File: src/rtl/du_tx_arbiter.sv
// du_tx_arbiter
//   Shares the debug unit's single UART Tx (FIFO write strobe + tx_start/tx_done
//   handshake) among N_REQ byte-stream senders. Round-robin grant that is held
//   for a whole transaction, one byte in flight at a time, tx_done routed back
//   to the owner, and an idle timeout that revokes a stalled grant.
// Ports
//   clk, i_rst     clock, synchronous active-high reset
//   i_req          level request per sender, held for the whole transaction
//   i_tx_start     per-sender byte-send strobe
//   i_wdata        per-sender byte, sender i at [i*NB_UART_DATA +: NB_UART_DATA]
//   i_tx_done      UART byte-complete pulse
//   o_gnt          one-hot grant, 0 when no owner
//   o_tx_done      i_tx_done routed to the current owner only
//   o_tx_start     UART tx_start / FIFO write strobe (owner's strobe, same cycle)
//   o_tx_data      UART byte (owner's byte, same cycle)
//   o_timeout      1-cycle pulse when a grant is revoked by timeout
//   o_byte_count   bytes forwarded in the current/last grant
module du_tx_arbiter #(
  parameter int unsigned N_REQ        = 3,
  parameter int unsigned NB_UART_DATA = 8,
  parameter int unsigned NB_TIMEOUT   = 16,
  parameter int unsigned TIMEOUT      = 50000,
  parameter int unsigned NB_BYTE_CNT  = 16
) (
  input  logic                            clk,
  input  logic                            i_rst,
  input  logic [N_REQ-1:0]                i_req,
  input  logic [N_REQ-1:0]                i_tx_start,
  input  logic [N_REQ*NB_UART_DATA-1:0]   i_wdata,
  input  logic                            i_tx_done,
  output logic [N_REQ-1:0]                o_gnt,
  output logic [N_REQ-1:0]                o_tx_done,
  output logic                            o_tx_start,
  output logic [NB_UART_DATA-1:0]         o_tx_data,
  output logic                            o_timeout,
  output logic [NB_BYTE_CNT-1:0]          o_byte_count
);

  localparam int unsigned NB_OWNER = (N_REQ > 1) ? $clog2(N_REQ) : 1;

  typedef enum logic [3:0] {
    ST_IDLE    = 4'b0001,
    ST_GRANT   = 4'b0010,
    ST_BUSY    = 4'b0100,
    ST_RELEASE = 4'b1000
  } state_t;

  state_t                  state_q, state_d;
  logic [NB_OWNER-1:0]     owner_q, owner_d;
  logic [NB_OWNER-1:0]     last_owner_q, last_owner_d;
  logic [NB_BYTE_CNT-1:0]  byte_cnt_q, byte_cnt_d;
  logic [NB_TIMEOUT-1:0]   idle_cnt_q, idle_cnt_d;

  logic [NB_UART_DATA-1:0] wdata_arr [N_REQ];
  logic [NB_OWNER-1:0]     rr_idx;
  logic [NB_OWNER-1:0]     rr_pick;
  logic                    rr_found;

  // Unpack the flat byte bus into one lane per sender
  for (genvar g = 0; g < N_REQ; g++) begin : g_wdata
    assign wdata_arr[g] = i_wdata[g*NB_UART_DATA +: NB_UART_DATA];
  end

  // Round-robin pick: first requester after last_owner, wrapping mod N_REQ
  always_comb begin
    rr_found = 1'b0;
    rr_pick  = '0;
    rr_idx   = '0;
    for (int unsigned k = 1; k <= N_REQ; k++) begin
      rr_idx = NB_OWNER'((32'(last_owner_q) + k) % N_REQ);
      if (!rr_found && i_req[rr_idx]) begin
        rr_found = 1'b1;
        rr_pick  = rr_idx;
      end
    end
  end

  // State and counter registers
  always_ff @(posedge clk) begin
    if (i_rst) begin
      state_q      <= ST_IDLE;
      owner_q      <= '0;
      last_owner_q <= NB_OWNER'(N_REQ - 1);
      byte_cnt_q   <= '0;
      idle_cnt_q   <= '0;
    end else begin
      state_q      <= state_d;
      owner_q      <= owner_d;
      last_owner_q <= last_owner_d;
      byte_cnt_q   <= byte_cnt_d;
      idle_cnt_q   <= idle_cnt_d;
    end
  end

  // Next-state and Tx routing
  always_comb begin
    state_d      = state_q;
    owner_d      = owner_q;
    last_owner_d = last_owner_q;
    byte_cnt_d   = byte_cnt_q;
    idle_cnt_d   = idle_cnt_q;
    o_gnt        = '0;
    o_tx_done    = '0;
    o_tx_start   = 1'b0;
    o_tx_data    = '0;
    o_timeout    = 1'b0;

    unique case (state_q)
      ST_IDLE: begin
        if (rr_found) begin
          owner_d    = rr_pick;
          byte_cnt_d = '0;
          idle_cnt_d = '0;
          state_d    = ST_GRANT;
        end
      end

      ST_GRANT: begin
        o_gnt[owner_q] = 1'b1;
        o_tx_start     = i_tx_start[owner_q];
        o_tx_data      = wdata_arr[owner_q];
        // A start in the same cycle beats a req drop or an expiring timeout
        if (i_tx_start[owner_q]) begin
          if (byte_cnt_q != '1) begin
            byte_cnt_d = byte_cnt_q + NB_BYTE_CNT'(1);
          end
          idle_cnt_d = '0;
          state_d    = ST_BUSY;
        end else if (!i_req[owner_q]) begin
          state_d = ST_RELEASE;
        end else if (idle_cnt_q == NB_TIMEOUT'(TIMEOUT - 1)) begin
          o_timeout = 1'b1;
          state_d   = ST_RELEASE;
        end else begin
          idle_cnt_d = idle_cnt_q + NB_TIMEOUT'(1);
        end
      end

      ST_BUSY: begin
        // Byte in flight: no new starts, no timeout, req drop waits for tx_done
        o_gnt[owner_q] = 1'b1;
        if (i_tx_done) begin
          o_tx_done[owner_q] = 1'b1;
          state_d = i_req[owner_q] ? ST_GRANT : ST_RELEASE;
        end
      end

      ST_RELEASE: begin
        last_owner_d = owner_q;
        state_d      = ST_IDLE;
      end

      default: begin
        state_d = ST_IDLE;
      end
    endcase
  end

  assign o_byte_count = byte_cnt_q;

endmodule

File: config.mk
export PLATFORM = sky130hd
export DESIGN_NAME = du_tx_arbiter
export DESIGN_NICKNAME = d
export VERILOG_FILES = /design/src/rtl/du_tx_arbiter.sv
export SDC_FILE = /design/constraint.sdc
export NUM_CORES = 1
export LEC_CHECK = 0
export ABC_AREA = 1
export CORE_ASPECT_RATIO = 1.5
export CORE_UTILIZATION = 35
export DETAILED_ROUTE_END_ITERATION = 16
export MAX_ROUTING_LAYER = met4
export PLACE_DENSITY = 0.64
export SKIP_LAST_GASP = 1
export SLEW_MARGIN = 0
export SYNTH_ARGS = -nofsm -noshare
export SYNTH_HDL_FRONTEND = slang
export SYNTH_SLANG_ARGS = --single-unit
File: constraint.sdc
create_clock -name clk -period 2.6 [get_ports clk]
set_input_delay 0.52 -clock clk [delete_from_list [all_inputs] [get_ports clk]]
set_output_delay 0.52 -clock clk [all_outputs]
set_load 0.02 [all_outputs]
==> reports/qor.csv <==
metric,value,unit
Clock Pin Slew Worst Setup and Hold Paths,0.06,ns
die area,0.00931,sq mm
number of synthesized register bits,40,
DRC,0,
R2R depth,11,
Die W,79.1,um
DRT Pass-1 Iters,6,
final setup violation count,0,
# clock sinks,40,
max-slew violations,0,
unrepaired setup endpoints after global routing,false,
CTS tree,yes,
IO Pins,65,
Layout Area Growth over Synthesis,33.4,%
CP Class,reg -> out,
Vias/cell,4.99,
Clock Path Buffers,2,
number of placement rows,41,
met2 Track Usage GR,0.378,
fin crit period,2.49,ns
Util after Layout,0.489,
clk_lat worst skew,0.28,ns
routed length per instance,12.2,um
drt initial violations,242,
GRT Max-Usage Layer,met2,
Setup Skew,0.00601,ns
Hold Path Sink,idle_cnt_q[15],
top-area cell type share of the netlist area,0.257,
endpoints failing hold,0,
fillcell total,912,
leading area contributor after synthesis,dfxtp_1,
Final Non-Filler Cells,727,
Syn Area/Cell,5.76,sq um
vias in the first global route,3454,
Placed Cells,719,
Yosys cell types,36,
Tcrit/Tclk final,0.957,
sequential cell area fraction in the yosys report,0.257,
dpl ws,-0.106,ns
diode count,0,
GP Congestion,0.870,
Syn Std Cell Area,0.00312,sq mm
CP Capture Type,primary output,
routed wire length,8.86,mm
Routed Antenna Nets,0,
Critical Path RT,2.08,ns
PortBufs,64,
H-tree levels,2,
FMAX,0.402,GHz
Post-CTS Setup Bufs,0,
final net count,657,
syn_nets,580,
reg2reg setup slack,0.46,ns
outcome,finished clean,
Hold Crit Depth,2,
hold buffers post-CTS,0,
Ys Warns,0,
hold slack,0.476,ns
gr ovfl total,0,
"critical path fanouts, max",9,
Leak,0.00178,uW
first-pass GRT wire length,15.2,mm
GRT Total Usage,0.202,
hold path startpoint,idle_cnt_q[15],
core area,0.00852,sq mm
initial antenna violation count,0,
Slew @ Worst Pin,0.656,ns
Num CTS Buffers,5,
fraction of layout cells with a size suffix above 1,0.0855,
worst reg2reg endpoint,o_byte_count[14],
Final HPWL DP,6.68,mm
Setup TNS,0,ns
grt met1 use,0.220,
CTS root buffer,clkbuf_16,
Worst R2R Start,o_byte_count[0],
CP arrival,1.97,ns
Slew headroom,0.562,
class of the worst hold path,reg -> reg,
Peak VDD IR,0.363,mV
max-cap violations,0,
initial core utilization,0.367,
cell count after synthesis,542,
largest net degree at the start of global routing,24,
CP Launch Type,register,
synth top area cells,"dfxtp_1, nand2_1, nor2_1, nand3_1, inv_1",
met3 Track Usage GR,0.0217,
Vias,3631,
setup ws final,0.111,ns
Die Y,118,um
Power per Cell Area,691,mW/mm^2
-- through the flow --
step	cell area (sq um)	total power, uW
final	4160	2880
after global routing	4160	3080
after CTS	4150	2910
after detailed placement	3970	2150
after global placement	3970	2120
after floorplan	3120	1740
-- power by group --
| group | switching (uW) | internal [uW] |
|---|---|---|
| Clock | 243 | 505 |
| Combinational | 851 | 510 |
| Sequential | 80.9 | 686 |
| Total | 1170 | 1700 |
-- worst max-delay path by stage --
stage,startpoint,endpoint,slack [ns],cells past startpoint
after floorplan,i_tx_start[1],o_timeout,0.47,6
after global placement,i_tx_start[1],o_timeout,-0.13,7
after detailed placement,i_tx_start[2],o_timeout,-0.11,7
after CTS,i_tx_start[2],o_tx_start,0.009,7
after global routing,owner_q[0],o_tx_data[3],0.003,8
final,owner_q[0],o_tx_data[3],0.11,8
-- layout by cell type (no fill, tap or decap), types with 5 or more instances in the layout --
| cell type | n |
|---|---|
| inv_1 | 61 |
| ha_1 | 5 |
| dfxtp_1 | 40 |
| o21ai_0 | 9 |
| dlymetal6s2s_1 | 5 |
| nor2_1 | 82 |
| a21oi_1 | 33 |
| nand2_1 | 173 |
| clkbuf_16 | 5 |
| nor3_1 | 9 |
| buf_4 | 24 |
| nand3_1 | 57 |
| clkdlybuf4s50_1 | 58 |
| nand4_1 | 18 |
-- worst max-delay path, cell delays in order (launching register included) --
cell and delay, ns:
dfxtp_1 0.41, inv_1 0.12, nor2_2 0.14, buf_4 0.18, nand2_1 0.06, nand3_1 0.08, nand2_1 0.05, inv_1 0.05
clkdlybuf4s50_1 0.60
-- routing by layer --
metal,vias to the layer above,part of all wire
met3,6,0.028
met5,-,0
li1,1893,-
met2,73,0.55
met4,0,0.0093
met1,1659,0.41
-- state kept, by name, indices dropped and copies added, names as in the netlist --
signal        count
owner_q           2
o_byte_count     16
idle_cnt_q       16
state_q           4
last_owner_q      2
-- cell type report --
type / instances / area (sq um) / area share
timing repair buffer: 88 / 832 / 0.200
sequential: 40 / 801 / 0.192
inverter: 64 / 241 / 0.0580
clock buffer: 7 / 153 / 0.0367
clock inverter: 1 / 30.0 / 0.00721
multi-input combinational: 420 / 1970 / 0.474
tap: 107 / 134 / 0.0322
-- kinds of logic after synthesis --
family / Yosys count / share of synthesized area
adders and majority gates: 5 / 0.0200
xor gates and xnor gates: 3 / 0.00842
and+or+nand+nor: 361 / 0.514
buffers and inverters: 82 / 0.111
AOI/OAI and AO/OA: 51 / 0.0894
DFF: 40 / 0.257
-- cells in the mapped netlist --
cell,number
nor2_1,82
nand2_2,2
xor2_1,2
nand2_8,1
nand2_1,173
nor2_2,2
o21ai_2,1
o21bai_1,2
nand2_4,3
nand3b_1,2
buf_4,2
nand3_4,1
nand3_2,4
ha_1,5
o21bai_2,1
buf_2,6
or2_2,2
a21oi_1,33
nand3_1,57
buf_12,1
xnor2_1,1
clkbuf_1,8
buf_6,1
a31oi_1,1
nand4_1,18
o21ai_1,1
nand4_2,1
clkinv_2,1
inv_2,2
inv_1,61
dfxtp_1,40
nor3_1,9
nor3b_1,3
nor4_1,1
o211ai_1,3
o21ai_0,9
-- what timing repair did --
action | 4_1_cts | 5_1_grt
endpoints found under the setup margin | 1 | 5
gates resized for setup | 1 | 5
gates cloned | 0 | 0
pin swaps | 0 | 0
hold endpoints to repair | 0 | 0
Power figures use the tool's default switching activity.
